**src/rtl/serial_adder_ctrl.sv**
```systemverilog
// serial_adder_ctrl: adds two WIDTH-bit operands one bit per clock, LSB first,
// using a single 1-bit full-adder cell plus a carry flop. A start pulse in IDLE
// captures the operands. The result and carry-out are registered and held until
// the next completion. done is asserted for one cycle when a new result lands.
//
// Handshake: start is a request that is sampled only in IDLE. A start seen in
// any other state is dropped, not queued. The result sum/cout is valid on the
// cycle done is high and stays stable until the next done. busy is high from
// the accepting edge until the end of the done cycle.
module serial_adder_ctrl #(
  parameter int WIDTH = 8
) (
  input  logic             clk,
  input  logic             rst,
  input  logic             start,
  input  logic [WIDTH-1:0] a,
  input  logic [WIDTH-1:0] b,
  input  logic             cin,
  output logic             busy,
  output logic             done,
  output logic [WIDTH-1:0] sum,
  output logic             cout,
  output logic [1:0]       dbg_state
);

  localparam int CW = $clog2(WIDTH);
  localparam logic [CW-1:0] LAST = CW'(WIDTH - 1);

  typedef enum logic [1:0] {
    S_IDLE = 2'd0,
    S_RUN  = 2'd1,
    S_DONE = 2'd2
  } state_t;

  state_t           state_q, state_d;
  logic [WIDTH-1:0] op_a_q, op_a_d;
  logic [WIDTH-1:0] op_b_q, op_b_d;
  logic [WIDTH-1:0] psum_q, psum_d;
  logic             carry_q, carry_d;
  logic [CW-1:0]    count_q, count_d;
  logic             busy_q, busy_d;
  logic             done_q, done_d;
  logic [WIDTH-1:0] sum_q, sum_d;
  logic             cout_q, cout_d;

  logic             fa_sum;
  logic             fa_cout;

  // Shared 1-bit full adder fed from the operand LSBs and the carry flop
  always_comb begin
    fa_sum  = op_a_q[0] ^ op_b_q[0] ^ carry_q;
    fa_cout = (op_a_q[0] & op_b_q[0]) | (op_a_q[0] & carry_q) | (op_b_q[0] & carry_q);
  end

  // Next-state and datapath sequencing for IDLE -> RUN -> DONE
  always_comb begin
    state_d = state_q;
    op_a_d  = op_a_q;
    op_b_d  = op_b_q;
    psum_d  = psum_q;
    carry_d = carry_q;
    count_d = count_q;
    busy_d  = busy_q;
    done_d  = done_q;
    sum_d   = sum_q;
    cout_d  = cout_q;
    case (state_q)
      S_IDLE: begin
        done_d = 1'b0;
        busy_d = 1'b0;
        if (start) begin
          op_a_d  = a;
          op_b_d  = b;
          carry_d = cin;
          count_d = '0;
          psum_d  = '0;
          busy_d  = 1'b1;
          state_d = S_RUN;
        end
      end
      S_RUN: begin
        op_a_d  = op_a_q >> 1;
        op_b_d  = op_b_q >> 1;
        psum_d  = {fa_sum, psum_q[WIDTH-1:1]};
        carry_d = fa_cout;
        if (count_q == LAST) begin
          // The last bit goes straight into the result. The counter holds so
          // that it never wraps inside an operation.
          sum_d   = {fa_sum, psum_q[WIDTH-1:1]};
          cout_d  = fa_cout;
          done_d  = 1'b1;
          state_d = S_DONE;
        end else begin
          count_d = count_q + CW'(1);
        end
      end
      S_DONE: begin
        done_d  = 1'b0;
        busy_d  = 1'b0;
        state_d = S_IDLE;
      end
      default: begin
        done_d  = 1'b0;
        busy_d  = 1'b0;
        state_d = S_IDLE;
      end
    endcase
  end

  // All state and registered outputs; asynchronous reset abandons any operation
  always_ff @(posedge clk or posedge rst) begin
    if (rst) begin
      state_q <= S_IDLE;
      op_a_q  <= '0;
      op_b_q  <= '0;
      psum_q  <= '0;
      carry_q <= 1'b0;
      count_q <= '0;
      busy_q  <= 1'b0;
      done_q  <= 1'b0;
      sum_q   <= '0;
      cout_q  <= 1'b0;
    end else begin
      state_q <= state_d;
      op_a_q  <= op_a_d;
      op_b_q  <= op_b_d;
      psum_q  <= psum_d;
      carry_q <= carry_d;
      count_q <= count_d;
      busy_q  <= busy_d;
      done_q  <= done_d;
      sum_q   <= sum_d;
      cout_q  <= cout_d;
    end
  end

  assign busy      = busy_q;
  assign done      = done_q;
  assign sum       = sum_q;
  assign cout      = cout_q;
  assign dbg_state = state_q;

endmodule

```
**config.mk**
```make
export PLATFORM = sky130hd
export DESIGN_NAME = serial_adder_ctrl
export DESIGN_NICKNAME = d
export VERILOG_FILES = /design/src/rtl/serial_adder_ctrl.sv
export SDC_FILE = /design/constraint.sdc
export NUM_CORES = 1
export LEC_CHECK = 0
export CORE_UTILIZATION = 58
export CTS_BUF_LIST = sky130_fd_sc_hd__clkbuf_8
export DETAILED_ROUTE_END_ITERATION = 10
export GPL_TIMING_DRIVEN = 1
export HOLD_SLACK_MARGIN = 0.06
export PLACE_DENSITY_LB_ADDON = 0.15
export SLEW_MARGIN = 20
export SYNTH_ARGS = -nofsm -noshare
export SYNTH_HDL_FRONTEND = slang
export SYNTH_SLANG_ARGS = --single-unit
```
**constraint.sdc**
```tcl
create_clock -name clk -period 3.1 [get_ports clk]
set_input_delay 0.31 -clock clk [delete_from_list [all_inputs] [get_ports clk]]
set_output_delay 0.31 -clock clk [all_outputs]
set_load 0.05 [all_outputs]
```
* Word level (Yosys, flattened, before mapping)
Index checks and enable logic that the tools add are counted.
** Cells by class
- $add $sub $neg :: 1
- Bitwise operators :: 7
- Eq/ne operators :: 5
- Muxes and demuxes :: 18
- Reductions and logical operators :: 6
** Operator list (number)
- $pmux W8 S2 :: 3
- $mux W8 :: 3
- $mux W3 :: 2
- $ne A2 B2 Y1 const B :: 3
- $pmux W3 S2 :: 1
- $reduce_and A2 Y1 :: 3
- $mux W1 :: 4
- $mux W2 :: 2
- $pmux W1 S2 :: 2
- $pmux W2 S2 :: 1
- $add A3 B1 Y3 const B :: 1
- $and A1 B1 Y1 :: 3
- $eq A3 B3 Y1 const B :: 1
- $reduce_and A3 Y1 :: 1
- $eq A2 B1 Y1 const B :: 1
- $logic_not A2 Y1 :: 1
- $or A1 B1 Y1 :: 2
- $reduce_bool A2 Y1 :: 1
- $xor A1 B1 Y1 :: 2
** Word-level totals
- Output and inout port bits :: 13
- Register bits :: 41
- Logic and storage cells :: 47
- Input bits :: 20

* Depth between registers and ports, before layout
- Depth in word-level cells :: 4
- Depth in mapped cells :: 5

* Worst setup path before layout
No wires, ideal clock.
- Kind :: register to register
- Start point :: reg state_q[0], in the netlist dbg_state[0]
- End point :: reg sum_q[7], in the netlist sum[7]
- Arrival time :: 1491 ps
- Period minus slack after synthesis :: 1616 ps
- Setup slack :: 1484 ps
- Required time :: 2975 ps
- Cell stages (with the launch flop) :: 5
- Path through :: dfrtp_1 nor2b_2 buf_6 nand2_8 mux2_4
** Between the ends
- Cells in the longest elaborated chain, start to end :: 2
** Ends and longest elaborated chain
- start: declaration :: RTL line 35 : state_t state_q, state_d;
- start signal: assignment :: RTL line 124 : state_q <= state_d;
- $eq A2 B1 Y1 :: RTL line 67 : case (state_q)
- $reduce_and A2 Y1 (no source line)
- end signal: assignment :: RTL line 132 : sum_q <= sum_d;
- end: declaration :: RTL line 43 : logic [WIDTH-1:0] sum_q, sum_d;
No other way between the ends.
A chain may end at the register's enable or synchronous reset.

* Final worst setup path
- Start point :: reg state_q[0], in the netlist dbg_state[0]
- End point :: out dbg_state[0]
** RTL lines
- end: declaration :: RTL line 23 : output logic [1:0] dbg_state
No word-level cell between the ends.

==> out/metrics.csv <==
metric;value;unit
status;finished with violations;
violations;design-rule violations;
grt_use_total;0.2372;
finalCriticalPeriod;2295;ps
synth-adder-area-share;0.02502;
synth_seq_area_share;0.5559;
dr_wl_met2;1740;um
ant_nets;0;
cts.reportedPaths.clkPinSlew;70;ps
syn_to_final_growth;22.10;%
yosysWarnings;0;
dr_wl_met3;147;um
maxCapViolations;0;
fillers;196;
grt_pass1_vias;1266;
num_vias;1253;
start_util;0.6311;
ios;33;
vdd_ir_drop_max;514.3;uV
syn_avg_cell_area;11.77;um^2
drc_errors;3;
hold_viol_final;0;
fin_ws;805.4;ps
drt-met1-wl;1464;um
cp.buffers_inverters;1;
clockBufferDepth;2;
overflow;0;
setup_tns;0;ps
place_area;2121;um^2
drv_slew;0;
stdcell_area;2198;um^2
drive_gt1_frac;0.1141;
final_nets;207;
synth_seq_cells;40;
multiInputGateArea;730.7;um^2
dp_hpwl;2381;um
finalClockSkew;4.581;ps
seq_area;1001;um^2
p_sw_frac;0.4039;
cts_setup_buffers;0;
drt_wl_total;3429;um
synthMuxAreaShare;0.08131;
yosysUniqueCellTypes;25;
drt_iter0_markers;46;
syn_area;1800;um^2
reg2reg_depth;3;
grt_pass1_wl;5816;um
highest_layer;met4;
via_per_inst;5.828;
fp.dieArea;3331;um^2
synthXorXnorAreaFrac;0;
dieWidth;57.72;um
crit_cells;1;
setup_viol;0;
p_per_area;1080;nW/um^2
io_buffers;32;
grt_max_degree;41;
synthSimpleGateAreaFrac;0.1946;
fmaxAchievable;0.4358;GHz
synth-compound-area-share;0.1049;
die_h;57.72;um
ctsHtreeMaxLevel;2;
fp-row-count;19;
wl_per_cell;15.95;um
core-area;2853;um^2
antenna_found_initial;0;
crit_path_cell_trace;clkdlybuf4s50_1;
cts_resized;0;
p_int;1415;uW
rsz0062_at_grt;no;
worst_pin_slew;657.3;ps
comb_power_share;0.464;
numCtsBuffers;5;
synth_nets;176;
critical_path_class;reg2out;
crit_family;buffers and inverters;
fin_crit_sh;0.7402;
cp.arrival;1980;ps
holdWs;426.2;ps
p_clk_frac;0.135;
slowest_delay;930;ps
p_seq_frac;0.402;
hold_buffers;0;
cts_tree;done;
endpoint_kind;output port;
cp.required;2790;ps
cts.sinks;40;
synth_cells;153;
hp-class;in2async;
maxSlewHeadroom;0.5618;
cp_max_fo;27;
antennaDiodeCount;0;
start_kind;register;
synth_top_family_by_area;simple AND/OR/NAND/NOR gates;
clkLatencyLatePin;290;ps
pre_cts_ws;1101;ps
gp_congestion;0.7290;
switchingPower;958.9;uW
slowest_stage;clkdlybuf4s50_1;
root_buffer;clkbuf_8;
cellLeakagePower;0.0009936;uW
drt_first_pass_iters;7;
-- state kept, by name, indices dropped and copies added, names as in the netlist, 2 cells and up --
name and cells:
dbg_state 2, count_q 3, sum 8, op_a_q 8, op_b_q 8, psum_q 7
-- Yosys cell counts --
library cell / n / area [um^2]
dfrtp_1: 40 / 1001
nor3_1: 24 / 120.1
nor3b_1: 15 / 112.6
nor2_1: 14 / 52.55
a22o_1: 13 / 113.9
mux2_4: 9 / 135.1
a21oi_1: 4 / 20.02
buf_2: 4 / 20.02
clkbuf_1: 4 / 15.01
inv_1: 4 / 15.01
nand2_1: 3 / 11.26
nand2b_1: 3 / 18.77
ha_1: 2 / 25.02
o21ai_0: 2 / 10.01
o22a_1: 2 / 17.52
a221o_1: 1 / 10.01
buf_4: 1 / 7.510
buf_6: 1 / 11.26
fa_1: 1 / 20.02
mux2_2: 1 / 11.26
nand2_8: 1 / 20.02
nor2b_2: 1 / 8.760
o21a_1: 1 / 7.510
o21ba_2: 1 / 10.01
or2_1: 1 / 6.260
-- worst paths after layout --
| kind | startpoint | to | slack [ps] |
|---|---|---|---|
| max reg2reg | dbg_state[0] | sum[5] | 1120 |
| min | rst | sum[7] | 430 |
| max | dbg_state[0] | dbg_state[0] | 810 |
| min in group clk | op_a_q[1] | op_a_q[0] | 510 |
| max in group asynchronous | rst | busy | 2330 |
| min reg2reg | op_a_q[1] | op_a_q[0] | 510 |
-- metrics by stage --
stage	utilization	total power [uW]	std cells
global route	0.7706	2517	215
finish	0.7706	2374	215
detailed placement	0.7434	2071	208
CTS	0.7706	2392	215
floorplan	-	1761	153
global placement	0.7434	2005	208
-- power by group through the flow --
| stage | clock network (uW) | logic [uW] | registers (uW) |
|---|---|---|---|
| finish | 320 | 1100 | 954 |
| global route | 346 | 1190 | 985 |
| CTS | 328 | 1110 | 954 |
| detailed placement | 0 | 1110 | 963 |
| global placement | 0 | 1060 | 942 |
| floorplan | 0 | 597 | 1160 |
-- logic make-up after synthesis --
family,Yosys count
adder cells (fa/ha/maj),3
AND/OR/NAND/NOR,62
multiplexers,10
AO/OA/AOI/OAI,24
flip-flops,40
buffers and inverters,14
-- metal layers --
metal | global-route usage | vias up
li1 | - | 602
met1 | 0.2909 | 599
met2 | 0.3887 | 43
met3 | 0.06250 | 9
met4 | 0.1224 | 0
met5 | 0 | -
-- final cells by class --
| type | count | share of cell area |
|---|---|---|
| clock buffers | 5 | 0.03130 |
| clock inverters | 2 | 0.003984 |
| inverters | 4 | 0.006830 |
| multi-input cells | 99 | 0.3324 |
| flip-flops and latches | 40 | 0.4553 |
| well taps | 31 | 0.01764 |
| repair buffers | 34 | 0.1525 |
-- cells in the final DEF, fill, tap and decap left out, drive strengths merged, types with 5 or more instances in the layout --
cell type       n
clkbuf          5
inv             5
a22o           13
nor3b          15
dfrtp          40
mux2           10
clkdlybuf4s50  32
nor3           24
nor2           14
No activity file was read; power rests on OpenSTA's default activity.
